**src/rtl/decode_stage.sv**
```systemverilog
// Purpose : instruction decode stage; buffers fetched words in a small FIFO and
//           splits the head word into opcode/operand fields in an output register.
// Latency : a word pushed into an empty stage appears on the outputs one edge after the push.
// Backpressure: o_instr_accept drops when the FIFO is full; i_stall holds the
//           output register stable while the FIFO keeps filling.
//
// Ports:
//   i_clk, i_rst (sync, active-high), i_flush, i_stall
//   i_instr / i_instr_valid / o_instr_accept : fetch side handshake
//   o_opcode, o_operand1, o_operand2, o_ready : decoded instruction to execute
//   o_illegal, o_illegal_count                : illegal-opcode trap status
//
// Build option: define DECODE_ILLEGAL_TRAP_EN to replace illegal instructions with
// an all-zero instruction flagged by o_illegal and counted in o_illegal_count.
// Without it, words pass unmodified and both trap outputs are tied to zero.
module decode_stage #(
  parameter int INSTR_WIDTH = 16,
  parameter int FIFO_DEPTH  = 2
) (
  input  logic                   i_clk,
  input  logic                   i_rst,
  input  logic                   i_flush,
  input  logic                   i_stall,
  input  logic [INSTR_WIDTH-1:0] i_instr,
  input  logic                   i_instr_valid,
  output logic                   o_instr_accept,
  output logic [3:0]             o_opcode,
  output logic [5:0]             o_operand1,
  output logic [5:0]             o_operand2,
  output logic                   o_ready,
  output logic                   o_illegal,
  output logic [7:0]             o_illegal_count
);

  localparam int PTR_W = (FIFO_DEPTH > 1) ? $clog2(FIFO_DEPTH) : 1;
  localparam int CNT_W = $clog2(FIFO_DEPTH + 1);
  localparam logic [CNT_W-1:0] DEPTH_C = CNT_W'(FIFO_DEPTH);

  logic [INSTR_WIDTH-1:0] mem [FIFO_DEPTH];
  logic [PTR_W-1:0]       wr_ptr;
  logic [PTR_W-1:0]       rd_ptr;
  logic [CNT_W-1:0]       count;

  logic                   push;
  logic                   pop;
  logic                   consume;
  logic [INSTR_WIDTH-1:0] head;

  logic [3:0]             ld_opcode;
  logic [5:0]             ld_operand1;
  logic [5:0]             ld_operand2;
  logic                   ld_illegal;

  // Accept is based on pre-edge occupancy only: a full FIFO refuses even if the
  // output register drains this cycle.
  assign o_instr_accept = (count < DEPTH_C) && !i_rst;
  assign push           = i_instr_valid && o_instr_accept && !i_flush;
  // Head moves into the output register whenever that register is empty or
  // is being consumed this edge.
  assign pop            = (count != '0) && (!o_ready || !i_stall) && !i_flush;
  assign consume        = o_ready && !i_stall;
  assign head           = mem[rd_ptr];

  // Storage needs no reset: occupancy is tracked by count/pointers.
  always_ff @(posedge i_clk) begin
    if (push) begin
      mem[wr_ptr] <= i_instr;
    end
  end

  // Power-of-two depth lets the pointers wrap by natural overflow.
  always_ff @(posedge i_clk) begin
    if (i_rst || i_flush) begin
      wr_ptr <= '0;
      rd_ptr <= '0;
      count  <= '0;
    end else begin
      if (push) begin
        wr_ptr <= wr_ptr + PTR_W'(1);
      end
      if (pop) begin
        rd_ptr <= rd_ptr + PTR_W'(1);
      end
      case ({push, pop})
        2'b10:   count <= count + CNT_W'(1);
        2'b01:   count <= count - CNT_W'(1);
        default: count <= count;
      endcase
    end
  end

`ifdef DECODE_ILLEGAL_TRAP_EN
  logic head_legal;

  always_comb begin
    head_legal = 1'b0;
    case (head[15:12])
      4'h0, 4'hB, 4'hD, 4'hF: head_legal = 1'b1;
      default:                head_legal = 1'b0;
    endcase
  end
`endif

  // Fields that get loaded on a pop; a trapped instruction becomes an all-zero NOP.
  always_comb begin
    ld_opcode   = head[15:12];
    ld_operand1 = head[11:6];
    ld_operand2 = head[5:0];
    ld_illegal  = 1'b0;
`ifdef DECODE_ILLEGAL_TRAP_EN
    if (!head_legal) begin
      ld_opcode   = 4'h0;
      ld_operand1 = 6'h00;
      ld_operand2 = 6'h00;
      ld_illegal  = 1'b1;
    end
`endif
  end

  // Output register: reset beats flush, flush beats load and stall. On a
  // consume with nothing to load, only o_ready drops; fields keep last value.
  always_ff @(posedge i_clk) begin
    if (i_rst || i_flush) begin
      o_ready    <= 1'b0;
      o_opcode   <= 4'h0;
      o_operand1 <= 6'h00;
      o_operand2 <= 6'h00;
    end else if (pop) begin
      o_ready    <= 1'b1;
      o_opcode   <= ld_opcode;
      o_operand1 <= ld_operand1;
      o_operand2 <= ld_operand2;
    end else if (consume) begin
      o_ready    <= 1'b0;
    end
  end

`ifdef DECODE_ILLEGAL_TRAP_EN
  // Flush clears the flag but leaves the running count alone.
  always_ff @(posedge i_clk) begin
    if (i_rst) begin
      o_illegal       <= 1'b0;
      o_illegal_count <= 8'h00;
    end else if (i_flush) begin
      o_illegal       <= 1'b0;
    end else if (pop) begin
      o_illegal       <= ld_illegal;
      if (ld_illegal && (o_illegal_count != 8'hFF)) begin
        o_illegal_count <= o_illegal_count + 8'd1;
      end
    end
  end
`else
  logic unused_ld_illegal;
  assign unused_ld_illegal = ld_illegal;
  assign o_illegal         = 1'b0;
  assign o_illegal_count   = 8'h00;
`endif

endmodule
```
**config.mk**
```make
export PLATFORM = sky130hd
export DESIGN_NAME = decode_stage
export DESIGN_NICKNAME = d
export VERILOG_FILES = /design/src/rtl/decode_stage.sv
export SDC_FILE = /design/constraint.sdc
export NUM_CORES = 1
export LEC_CHECK = 0
export CORE_MARGIN = 8
export CORE_UTILIZATION = 45
export CTS_CLUSTER_DIAMETER = 50
export DETAILED_ROUTE_END_ITERATION = 16
export DONT_BUFFER_PORTS = 1
export PLACE_DENSITY = 0.7
export SLEW_MARGIN = 15
export SYNTH_ARGS = -nofsm -noshare
export SYNTH_HDL_FRONTEND = slang
export SYNTH_SLANG_ARGS = --single-unit
```
**constraint.sdc**
```tcl
create_clock -name i_clk -period 1.7 [get_ports i_clk]
set_input_delay 0.34 -clock i_clk [delete_from_list [all_inputs] [get_ports i_clk]]
set_output_delay 0.34 -clock i_clk [all_outputs]
set_load 0.05 [all_outputs]
```
==> results of run 1 <==
==> final timing paths <==
| path | endpoint | slack (ps) | depth (start not counted) |
|---|---|---|---|
| setup / recovery | count[1] | 110 | 5 |
| hold / removal | mem[1][5] | 130 | 0 |
| setup reg to reg | count[1] | 110 | 5 |
| hold reg to reg | count[1] | 550 | 2 |
==> flip-flops by register name (all words and copies together) (netlist names) <==
name and cells:
o_opcode 4, o_ready 1, wr_ptr 1, o_operand1 6, o_operand2 6, count 2, mem 32, rd_ptr 1
==> per-layer routing <==
| metal | GRT usage (%) | part of all wire (%) | up-vias |
|---|---|---|---|
| li1 | - | - | 563 |
| met1 | 11.04 | 38 | 541 |
| met2 | 18.66 | 53 | 43 |
| met3 | 5.176 | 9.1 | 2 |
| met4 | 3.297 | 0.49 | 0 |
| met5 | 0 | 0 | - |
==> metrics by stage <==
stage                     util, %  std cells  instance area, um2  setup slack (ps)  total power [mW]
after floorplan                 -        168                2155             1.384             1.542
after global placement      48.02        207                2120             246.9             1.529
after detailed placement    48.02        207                2120             133.0             1.533
after CTS                   51.05        215                2253             110.1             2.485
after global routing        51.05        215                2253             61.96             2.565
final                       51.05        215                2253             110.1             2.458
==> cells in the mapped netlist <==
master,n
nor2b_1,1
o2bb2ai_2,1
conb_1,1
nor2_1,7
or3_1,18
nand3b_1,1
buf_4,9
a211oi_1,1
xor2_1,1
clkbuf_1,6
dfxtp_1,21
o21ai_0,18
a21oi_1,18
xnor2_1,2
mux2i_1,16
or2_2,1
edfxtp_1,32
inv_1,1
buf_6,4
ha_1,1
==> cell type report <==
| type | instances | area (um2) |
|---|---|---|
| Fill cell | 382 | 2161 |
| Sequential cell | 53 | 1386 |
| Multi-Input combinational cell | 95 | 619.3 |
| Clock buffer | 5 | 68.82 |
| Clock inverter | 3 | 65.06 |
| Tap cell | 52 | 65.06 |
| Timing Repair Buffer | 6 | 45.04 |
| Inverter | 1 | 3.754 |
==> cell usage in the layout (no fill, tap or decap), types with 4 or more instances in the layout <==
| cell type | instances |
|---|---|
| conb_1 | 9 |
| dfxtp_1 | 19 |
| buf_4 | 6 |
| o21ai_0 | 18 |
| a21oi_1 | 18 |
| mux2i_1 | 16 |
| nor2_1 | 4 |
| clkbuf_8 | 5 |
| edfxtp_1 | 32 |
| or3_1 | 18 |
==> worst register-to-register path, delay by kind of cell, from the launching register on <==
family          cells  cell delay [ps]
flops               1              370
simple gates        3              620
compound gates      1              150
fa+ha+maj           1              370
==> logic make-up after synthesis <==
group                    synth area share [%]
AND/OR/NAND/NOR                         7.624
flip-flops                              66.27
other                                  0.1799
AO/OA/AOI/OAI                           9.724
adder cells (fa/ha/maj)                0.6001
XOR/XNOR                                1.261
multiplexers                            7.683
buffers and inverters                   6.662
==> power by group through the flow <==
stage | sequential, mW | clock, mW | combinational [mW]
2_1_floorplan | 1.42 | 0 | 0.120
3_3_place_gp | 1.42 | 0 | 0.107
3_5_place_dp | 1.42 | 0 | 0.110
4_1_cts | 1.39 | 0.982 | 0.111
5_1_grt | 1.39 | 1.05 | 0.119
6_report | 1.39 | 0.955 | 0.110
==> summary.txt, run 1 <==
Vias per Instance: 5.344
die area: 0.007066 mm2
Mapped Area: 0.002084 mm2
post-synthesis average cell area: 13.03 um2
worst vdd ir: 0.0006524 V
Iteration-0 DRC Markers: 26
Yosys top cell by area: edfxtp_1
Worst Setup SP: count[1]
share of layout cells above drive strength 1: 12.88%
slowest CP cell: dfxtp_2
CP delay by family, top: simple AND/OR/NAND/NOR gates
I/O Buffers: 0
min-delay worst type: primary input to flip-flop
Nets: 184
Root Driver: clkbuf_8
routed via count: 1149
crit share post-route: 93.52%
Internal Pwr Total: 1.986 mW
Setup CP Type: flip-flop to flip-flop
CP peak stage delay: 370 ps
crit-path cells: nor2_4 -> nand3b_1 -> ha_1 -> or3_1 -> a21oi_1
Buf+Inv Stages, Crit Path: 0
final number of setup-violating endpoints: 0
clk_skew: 5.755 ps
FMAX: 0.6290 GHz
n_diodes: 0
Initial Utilization: 47.22%
total clock sinks: 53
max cap viols: 0
reg2reg start: count[1]
Die H: 84.06 um
Area Overhead vs Synth: 8.103%
#FFs+latches synth: 53
Final Max Slew Viols: 0
Worst setup EP type: flip-flop
PwrDens: 1091 mW/mm2
Flop pwr share: 56.6%
Hold Fails Final Rpt: 0
WL/cell: 17.26 um
Post-DRT Antenna Nets: 0
largest net degree at the start of global routing: 38
synth unique cells: 20
top cell type's share of synthesized area: 46.10%
Seq/Total Area, Yosys: 66.27%
# hold bufs at CTS: 0
GRT Overall Usage: 10.75%
switch share: 19.21%
Fin Setup TNS: 0 ps
crit path max fanout: 6
CTS tree: built
Post-CTS Setup Bufs: 0
Die Wd: 84.06 um
GPL Wtd Cong: 0.8258
post-CTS sizing: 0
Slew headroom: 63.80%
worst skew pair latency: 290 ps
initial antenna violation count: 0
Synth area leaders: edfxtp_1 46%, dfxtp_1 20%, mux2i_1 7.7%
Ports: 48
Leak: 0.6878 nW
first-pass GRT wire length: 6.099 mm
Worst Hold Launch: i_instr[5]
Final min period: 1590 ps
RSZ-0062 raised after global routing: no
Core Box Area: 0.004414 mm2
Worst-Margin Slew: 542.3 ps
CP required: 1920 ps
DRC: 0
vias in the first global route: 1194
Max clock buf depth: 2
DRT Wirelength: 3.711 mm
run status: finished clean
CP arrival: 1810 ps
Gate power share: 4.5%
global route total overflow: 0
Ys Warns: 0
hold slack: 134.1 ps
Num CTS Buffers: 5
row cnt: 24
Worst-path clk slew: 90 ps
cells after synthesis: 160
Clk pwr share: 38.9%
htree depth: 2
net switching power figure: 0.4720 mW
hpwl dp: 2.546 mm
Setup crit start kind: flip-flop
drt pass-1 iters: 4
Note: power is estimated with default switching activity, not from simulation.
==> inputs of run 2 (changes only) <==
Settings changed: RECOVER_POWER set to 25.
==> results of run 2 <==
The final DEF is identical to that of run 1; final timing and power are the same.
